### src/rtl/piso_shift_out.sv
// piso_shift_out: parallel-in / serial-out stage behind the 8-bit SR register.
// A word is captured with a load_valid/load_ready handshake. It is then
// streamed out one bit per accepted cycle with a sout_valid/sout_ready
// handshake. If the next load is offered on the edge that accepts the last
// bit, the next word starts without a bubble.
// sout, sout_valid, busy and done come from flops. load_ready is combinational
// and is held low while rst_n is asserted.
module piso_shift_out #(
  parameter int WIDTH     = 8,
  parameter int LSB_FIRST = 0
) (
  input  logic             clk,
  input  logic             rst_n,
  input  logic [0:WIDTH-1] d,
  input  logic             load_valid,
  output logic             load_ready,
  output logic             sout,
  output logic             sout_valid,
  input  logic             sout_ready,
  output logic             busy,
  output logic             done
);

  localparam int CW = $clog2(WIDTH);

  typedef enum logic [0:0] {
    IDLE  = 1'b0,
    SHIFT = 1'b1
  } state_t;

  state_t           state_q, state_d;
  logic [CW-1:0]    cnt_q, cnt_d;
  logic [WIDTH-1:0] shreg_q, shreg_d;
  logic             sout_q, sout_d;
  logic             sout_valid_q, sout_valid_d;
  logic             busy_q, busy_d;
  logic             done_q, done_d;

  logic             xfer;
  logic             last_bit;
  logic             load_ready_c;

  // Reorder a captured word so that the bit to send first sits at index 0.
  // The shift register then only ever shifts right.
  function automatic logic [WIDTH-1:0] order_word(input logic [0:WIDTH-1] w);
    logic [WIDTH-1:0] r;
    r = '0;
    for (int i = 0; i < WIDTH; i++) begin
      if (LSB_FIRST != 0) begin
        r[i] = w[WIDTH-1-i];
      end else begin
        r[i] = w[i];
      end
    end
    return r;
  endfunction

  // Next-state logic: handles capture, the per-bit transfer, and the
  // wrap/reload on the last bit.
  always_comb begin
    state_d      = state_q;
    cnt_d        = cnt_q;
    shreg_d      = shreg_q;
    done_d       = 1'b0;
    load_ready_c = 1'b0;
    xfer         = (state_q == SHIFT) && sout_ready;
    last_bit     = (cnt_q == CW'(WIDTH - 1));

    case (state_q)
      IDLE: begin
        load_ready_c = 1'b1;
        if (load_valid) begin
          shreg_d = order_word(d);
          cnt_d   = '0;
          state_d = SHIFT;
        end else begin
          state_d = IDLE;
        end
      end
      SHIFT: begin
        load_ready_c = last_bit && sout_ready;
        if (xfer) begin
          if (last_bit) begin
            done_d = 1'b1;
            cnt_d  = '0;
            if (load_valid) begin
              // Back-to-back: the next word replaces the finished one with no gap.
              shreg_d = order_word(d);
              state_d = SHIFT;
            end else begin
              shreg_d = '0;
              state_d = IDLE;
            end
          end else begin
            cnt_d   = cnt_q + CW'(1);
            shreg_d = {1'b0, shreg_q[WIDTH-1:1]};
          end
        end else begin
          // Stalled by the consumer: hold the bit position and the data.
          cnt_d   = cnt_q;
          shreg_d = shreg_q;
        end
      end
      default: begin
        state_d = IDLE;
        cnt_d   = '0;
        shreg_d = '0;
      end
    endcase

    // Registered outputs show the next state, so the first bit appears in
    // the cycle right after the load is accepted.
    sout_valid_d = (state_d == SHIFT);
    busy_d       = (state_d == SHIFT);
    if (state_d == SHIFT) begin
      sout_d = shreg_d[0];
    end else begin
      sout_d = 1'b0;
    end
  end

  // State, counter, data and output registers; reset clears everything at once.
  always_ff @(posedge clk or negedge rst_n) begin
    if (!rst_n) begin
      state_q      <= IDLE;
      cnt_q        <= '0;
      shreg_q      <= '0;
      sout_q       <= 1'b0;
      sout_valid_q <= 1'b0;
      busy_q       <= 1'b0;
      done_q       <= 1'b0;
    end else begin
      state_q      <= state_d;
      cnt_q        <= cnt_d;
      shreg_q      <= shreg_d;
      sout_q       <= sout_d;
      sout_valid_q <= sout_valid_d;
      busy_q       <= busy_d;
      done_q       <= done_d;
    end
  end

  assign load_ready = rst_n & load_ready_c;
  assign sout       = sout_q;
  assign sout_valid = sout_valid_q;
  assign busy       = busy_q;
  assign done       = done_q;

endmodule

### config.mk
export PLATFORM = sky130hd
export DESIGN_NAME = piso_shift_out
export DESIGN_NICKNAME = d
export VERILOG_FILES = /design/src/rtl/piso_shift_out.sv
export SDC_FILE = /design/constraint.sdc
export NUM_CORES = 1
export LEC_CHECK = 0
export CAP_MARGIN = 20
export CELL_PAD_IN_SITES_DETAIL_PLACEMENT = 1
export CELL_PAD_IN_SITES_GLOBAL_PLACEMENT = 2
export CORE_UTILIZATION = 32
export DETAILED_ROUTE_END_ITERATION = 8
export PLACE_DENSITY_LB_ADDON = 0.3
export SLEW_MARGIN = 40
export SYNTH_ARGS = -nofsm -noshare
export SYNTH_HDL_FRONTEND = slang
export SYNTH_SLANG_ARGS = --single-unit
### constraint.sdc
create_clock -name clk -period 3.3 [get_ports clk]
set_input_delay 0.825 -clock clk [delete_from_list [all_inputs] [get_ports clk]]
set_output_delay 0.825 -clock clk [all_outputs]
set_load 0.02 [all_outputs]
==> flow_summary.ini, run 1 <==
[routing]
via_per_inst = 4.97
drt_iter0_markers = 4
num_vias = 517
routed_wl_um = 1420
postRouteAntennaNets = 0
drt_drc_violations_left = 0
wl_per_cell_um = 13.6
dr.pass1.iters = 4

[cells_and_area]
fin_area_um2 = 908
fin_util_pct = 45.8
syn_to_final_growth_pct = 33.7
layout.nets = 92
drive_above_1_share_pct = 18.2
antenna_cells = 0

[timing]
drv_slew = 0
rsz0062_at_grt = false
relSlewSlack_pct = 62.9
fin_ws_ns = 0.260
tightest_slew_ns = 0.541
skew_ns = 0.00148
finalCritPeriodShare_pct = 92.1
setup_tns_ns = 0
final-setup-viol-count = 0
final-hold-violation-count = 0
fin_crit_ns = 3.04
fmax_ghz = 0.329

[yosys]
synth_area_um2 = 679
postSynthRegisterBits = 14
synth_commonest_cells = 14 x dfrtp_1, 6 x a221o_1, 6 x and2_1
yosys.area.top_type_share_pct = 51.6
synthCells = 57
synth-main-ff-cell = dfrtp_1
synth_edf_count = 0
syn-num-nets = 71
synth_largest_area_cell = dfrtp_1
yosysSeqAreaShare_pct = 51.6
avgSynthCellArea_um2 = 11.9
yosys-top-cells-area = dfrtp_1 52%, a221o_1 8.8%, and2_1 5.5%
synthDistinctLibCells = 24
yosysMostFrequentCell = dfrtp_1
yosysWarnings = 0
async_flop_share_pct = 100

[die]
core_um2 = 1980
fp.dieArea_um2 = 2310
fp-row-count = 16
dieHeight_um = 48.1
ioPinCount = 17
die_w_um = 48.1
start_util_pct = 34.3

[clock_tree]
cts_tree = built
clock_tree.buffer_depth = 2
clockRootBuffer = clkbuf_4
cts_buffers = 3
cts.sinks = 14
clkTransAtPathRegs_ns = 0.08
htreeDepth = 1
holdBufCountCts = 0
post-cts-setup-buffer-count = 0
clk_latency_ns = 0.27
cts.repair.resized = 0

[pwr]
peakVddDrop_v = 0.000303
p_leak_nw = 0.428
p_per_area_nw_per_um2 = 681

[placement]
hpwl_um = 1040
pre_cts_ws_ns = 0.253
numPortBuffers = 16
place.gp.congestion = 0.715
placed_area_um2 = 872

[grt]
busiest_layer = met2
met2_usage_pct = 24.1
grt_max_degree = 15
grt_util_met1_pct = 19.6
overflow = 0
first_global_vias = 511
grtUsageTotal_pct = 15.1
grt_pass1_wl_um = 2370
met3_usage_pct = 3.40
antenna_found_initial = 0

[setup_path]
endpoint_kind = output port
path_max_fanout = 2
cp.arrival_ns = 2.21
timing.rr.start = cnt_q[0]$_DFFE_PN0P_
startpoint_type = primary input
critical_path_class = primary input to output port
crit_start = sout_ready
critical_path_required_ns = 2.47

[run_status]
status = finished clean

[job]
drv_cap = 0

[min_path]
holdCritStartpoint = shreg_q[2]$_DFFE_PN0P_
min_path_type = register to register
==> per-layer routing <==
layer	wire length (µm)	vias to the layer above
met5	0	-
met4	11	0
met3	61	2
met2	635	14
met1	707	255
li1	-	246
==> area by class of cell <==
| type | instances | area (µm²) |
|---|---|---|
| timing repair buffer | 19 | 183 |
| fill | 221 | 1070 |
| clock buffer | 4 | 36.3 |
| tap | 27 | 33.8 |
| multi-input combinational | 37 | 294 |
| sequential | 14 | 350 |
| inverter | 3 | 11.3 |
==> layout by cell type (no fill, tap or decap), types with 3 or more instances in the layout <==
cell type	count
a221o_1	6
and2_1	6
buf_4	3
clkbuf_4	3
clkdlybuf4s50_1	16
dfrtp_1	14
inv_1	3
mux2i_1	3
==> cells by family (layout without fill, tap and decap cells) <==
| logic type | count (synthesis) | count (layout) | synth area share, % |
|---|---|---|---|
| compound gates | 16 | 16 | 20.3 |
| fa+ha+maj | 2 | 2 | 3.68 |
| buf+inv | 6 | 26 | 5.16 |
| flops | 14 | 14 | 51.6 |
| mux | 4 | 4 | 6.08 |
| simple gates | 15 | 15 | 13.3 |
==> stage by stage <==
stage / hold WS [ns] / power, mW / instances
after CTS: 0.515 / 0.631 / 104
after global placement: 0.484 / 0.493 / 100
after global routing: 0.539 / 0.670 / 104
after floorplan: 0.470 / 0.421 / 57
final: 0.513 / 0.619 / 104
after detailed placement: 0.495 / 0.505 / 100
==> critical path, stage by stage <==
cell             delay (ns)
clkdlybuf4s50_1        0.53
a21boi_4               0.07
and2b_2                0.20
clkdlybuf4s50_1        0.59
==> final timing paths <==
path,to,slack [ns],cells past startpoint
max,load_ready,0.26,4
min,shreg_q[1]$_DFFE_PN0P_,0.51,1
max reg2reg,cnt_q[0]$_DFFE_PN0P_,1.53,5
min reg2reg,shreg_q[1]$_DFFE_PN0P_,0.51,1
max in group asynchronous,shreg_q[4]$_DFFE_PN0P_,2.25,2
min in group asynchronous,shreg_q[0]$_DFF_PN0_,0.89,2
==> flip-flops by register name, indices dropped and copies added, names as in the netlist <==
name / flops
cnt_q: 3
sout: 1
done: 1
shreg_q: 8
busy: 1
==> power breakdown <==
group,switching (mW),internal [mW]
Sequential,0.0399,0.237
Clock,0.0542,0.0670
Combinational,0.0976,0.123
Power figures use the tool's default switching activity.
==> run 2, diff against run 1 <==
ABC_AREA = 0   (was default)
GPL_TIMING_DRIVEN = 0   (was default)
==> flow_summary.ini, run 2 (synthesis results as in run 1) <==
[grt]
grt_max_degree = 16
antenna_found_initial = 0
overflow = 0
grtUsageTotal_pct = 14.5
first_global_vias = 505
grt_pass1_wl_um = 2260

[cells_and_area]
finalNonFillerCells = 103
drive_above_1_share_pct = 18.4
reg_top3 = shreg_q: 8 flops, cnt_q: 3 flops
fin_util_pct = 45.3
regMostFlops = shreg_q
antenna_cells = 0
largest_register_ffs = 8
fillCellCount = 214
layout.nets = 91
fin_area_um2 = 898
syn_to_final_growth_pct = 32.2
layout_common_cells = 14 x dfrtp_1, 14 x clkdlybuf4s50_1, 6 x and2_1, 6 x a221o_1

[clock_tree]
cts_tree = built
clock_tree.buffer_depth = 2
post-cts-setup-buffer-count = 0
clk_latency_ns = 0.27
cts_buffers = 3
htreeDepth = 1
clkTransAtPathRegs_ns = 0.08
clockRootBuffer = clkbuf_4
cts.sinks = 14

[setup_path]
cp.arrival_ns = 2.27
crit_slowest_cell = dlygate4sd2_1
path_max_fanout = 15
critical_path_required_ns = 2.47
rr_endpoint = shreg_q[6]$_DFFE_PN0P_
crit_chain = dlygate4sd2_1 -> and2b_2 -> clkdlybuf4s50_1
reg2reg_depth = 5
timing.rr.start = cnt_q[1]$_DFFE_PN0P_
max_stage_delay_ns = 0.61
critical_path_class = primary input to output port
r2r_setup_slack_ns = 1.55
startpoint_type = primary input
endpoint_kind = output port

[die]
fp.dieArea_um2 = 2310
die_w_um = 48.1
fp-row-count = 16
start_util_pct = 34.3
dieHeight_um = 48.1
core_um2 = 1980
ioPinCount = 17

[timing]
finalCritPeriodShare_pct = 93.9
final-hold-violation-count = 0
drv_slew = 0
final-setup-viol-count = 0
tightest_slew_ns = 0.632
skew_ns = 0.00440
fmax_ghz = 0.323
fin_crit_ns = 3.10
relSlewSlack_pct = 57.9
rsz0062_at_grt = false
fin_hold_ws_ns = 0.508

[placement]
place.gp.congestion = 0.733
numPortBuffers = 15
placed_area_um2 = 863
hpwl_um = 1040
dp.cells = 99

[routing]
routed_wl_um = 1390
wl_per_cell_um = 13.5
via_per_inst = 4.93
num_vias = 508
dr_wl_met3_um = 62
postRouteAntennaNets = 0
wl_met2_um = 671
drt-met1-wl_um = 651
drt_drc_violations_left = 0
highest_layer = met4
drt_iter0_markers = 2
dr.pass1.iters = 3

[min_path]
hold_path_depth = 1
min_path_type = register to register
whs_endpoint = shreg_q[3]$_DFFE_PN0P_
holdCritStartpoint = shreg_q[4]$_DFFE_PN0P_

[pwr]
finalPower_mw = 0.616
peakVddDrop_v = 0.000385
p_leak_nw = 0.426
p_per_area_nw_per_um2 = 685

[job]
drv_cap = 0

[run_status]
status = finished clean
[run 2: cell type report]
cell class	count	area [µm²]	area share, %
flip-flops and latches	14	350	39.0
multi-input cells	37	294	32.7
repair buffers	15	149	16.6
clock buffers	4	36.3	4.04
well taps	27	33.8	3.76
plain buffers	3	23.8	2.65
inverters	3	11.3	1.25
[run 2: layer usage]
layer / up-vias / global-route usage, %
met5: - / 0
met4: 0 / 5.00
met3: 2 / 3.40
met2: 14 / 22.2
met1: 249 / 20.1
li1: 243 / -
[run 2: power breakdown]
part | internal (mW) | leakage [nW] | switching [mW] | total, mW
logic | 0.121 | 0.226 | 0.0937 | 0.215
clock network | 0.0669 | 0.0210 | 0.0538 | 0.121
registers | 0.237 | 0.179 | 0.0432 | 0.280
total | 0.425 | 0.426 | 0.191 | 0.616
[run 2: what timing repair did]
action,in CTS,in global routing
hold buffers,0,0
endpoints found under the setup margin,1,0
resized for setup,1,0
[run 2: critical path, delay by kind of cell]
family,cells,cell delay (ns)
AND/OR/NAND/NOR,1,0.24
buffers and inverters,2,1.21
[run 2: worst max-delay path by stage]
stage	startpoint	endpoint	slack (ns)
after global placement	rst_n	load_ready	-0.15
after global routing	rst_n	load_ready	0.02
after floorplan	sout_ready	load_ready	1.03
after CTS	rst_n	load_ready	0.13
after detailed placement	rst_n	load_ready	-0.15
final	rst_n	load_ready	0.20
[run 2: per-stage QoR]
step	setup WS [ns]	TNS (ns)
after floorplan	1.03	0
after global placement	-0.155	-0.155
after detailed placement	-0.152	-0.152
after CTS	0.129	0
after global routing	0.0155	0
final	0.200	0
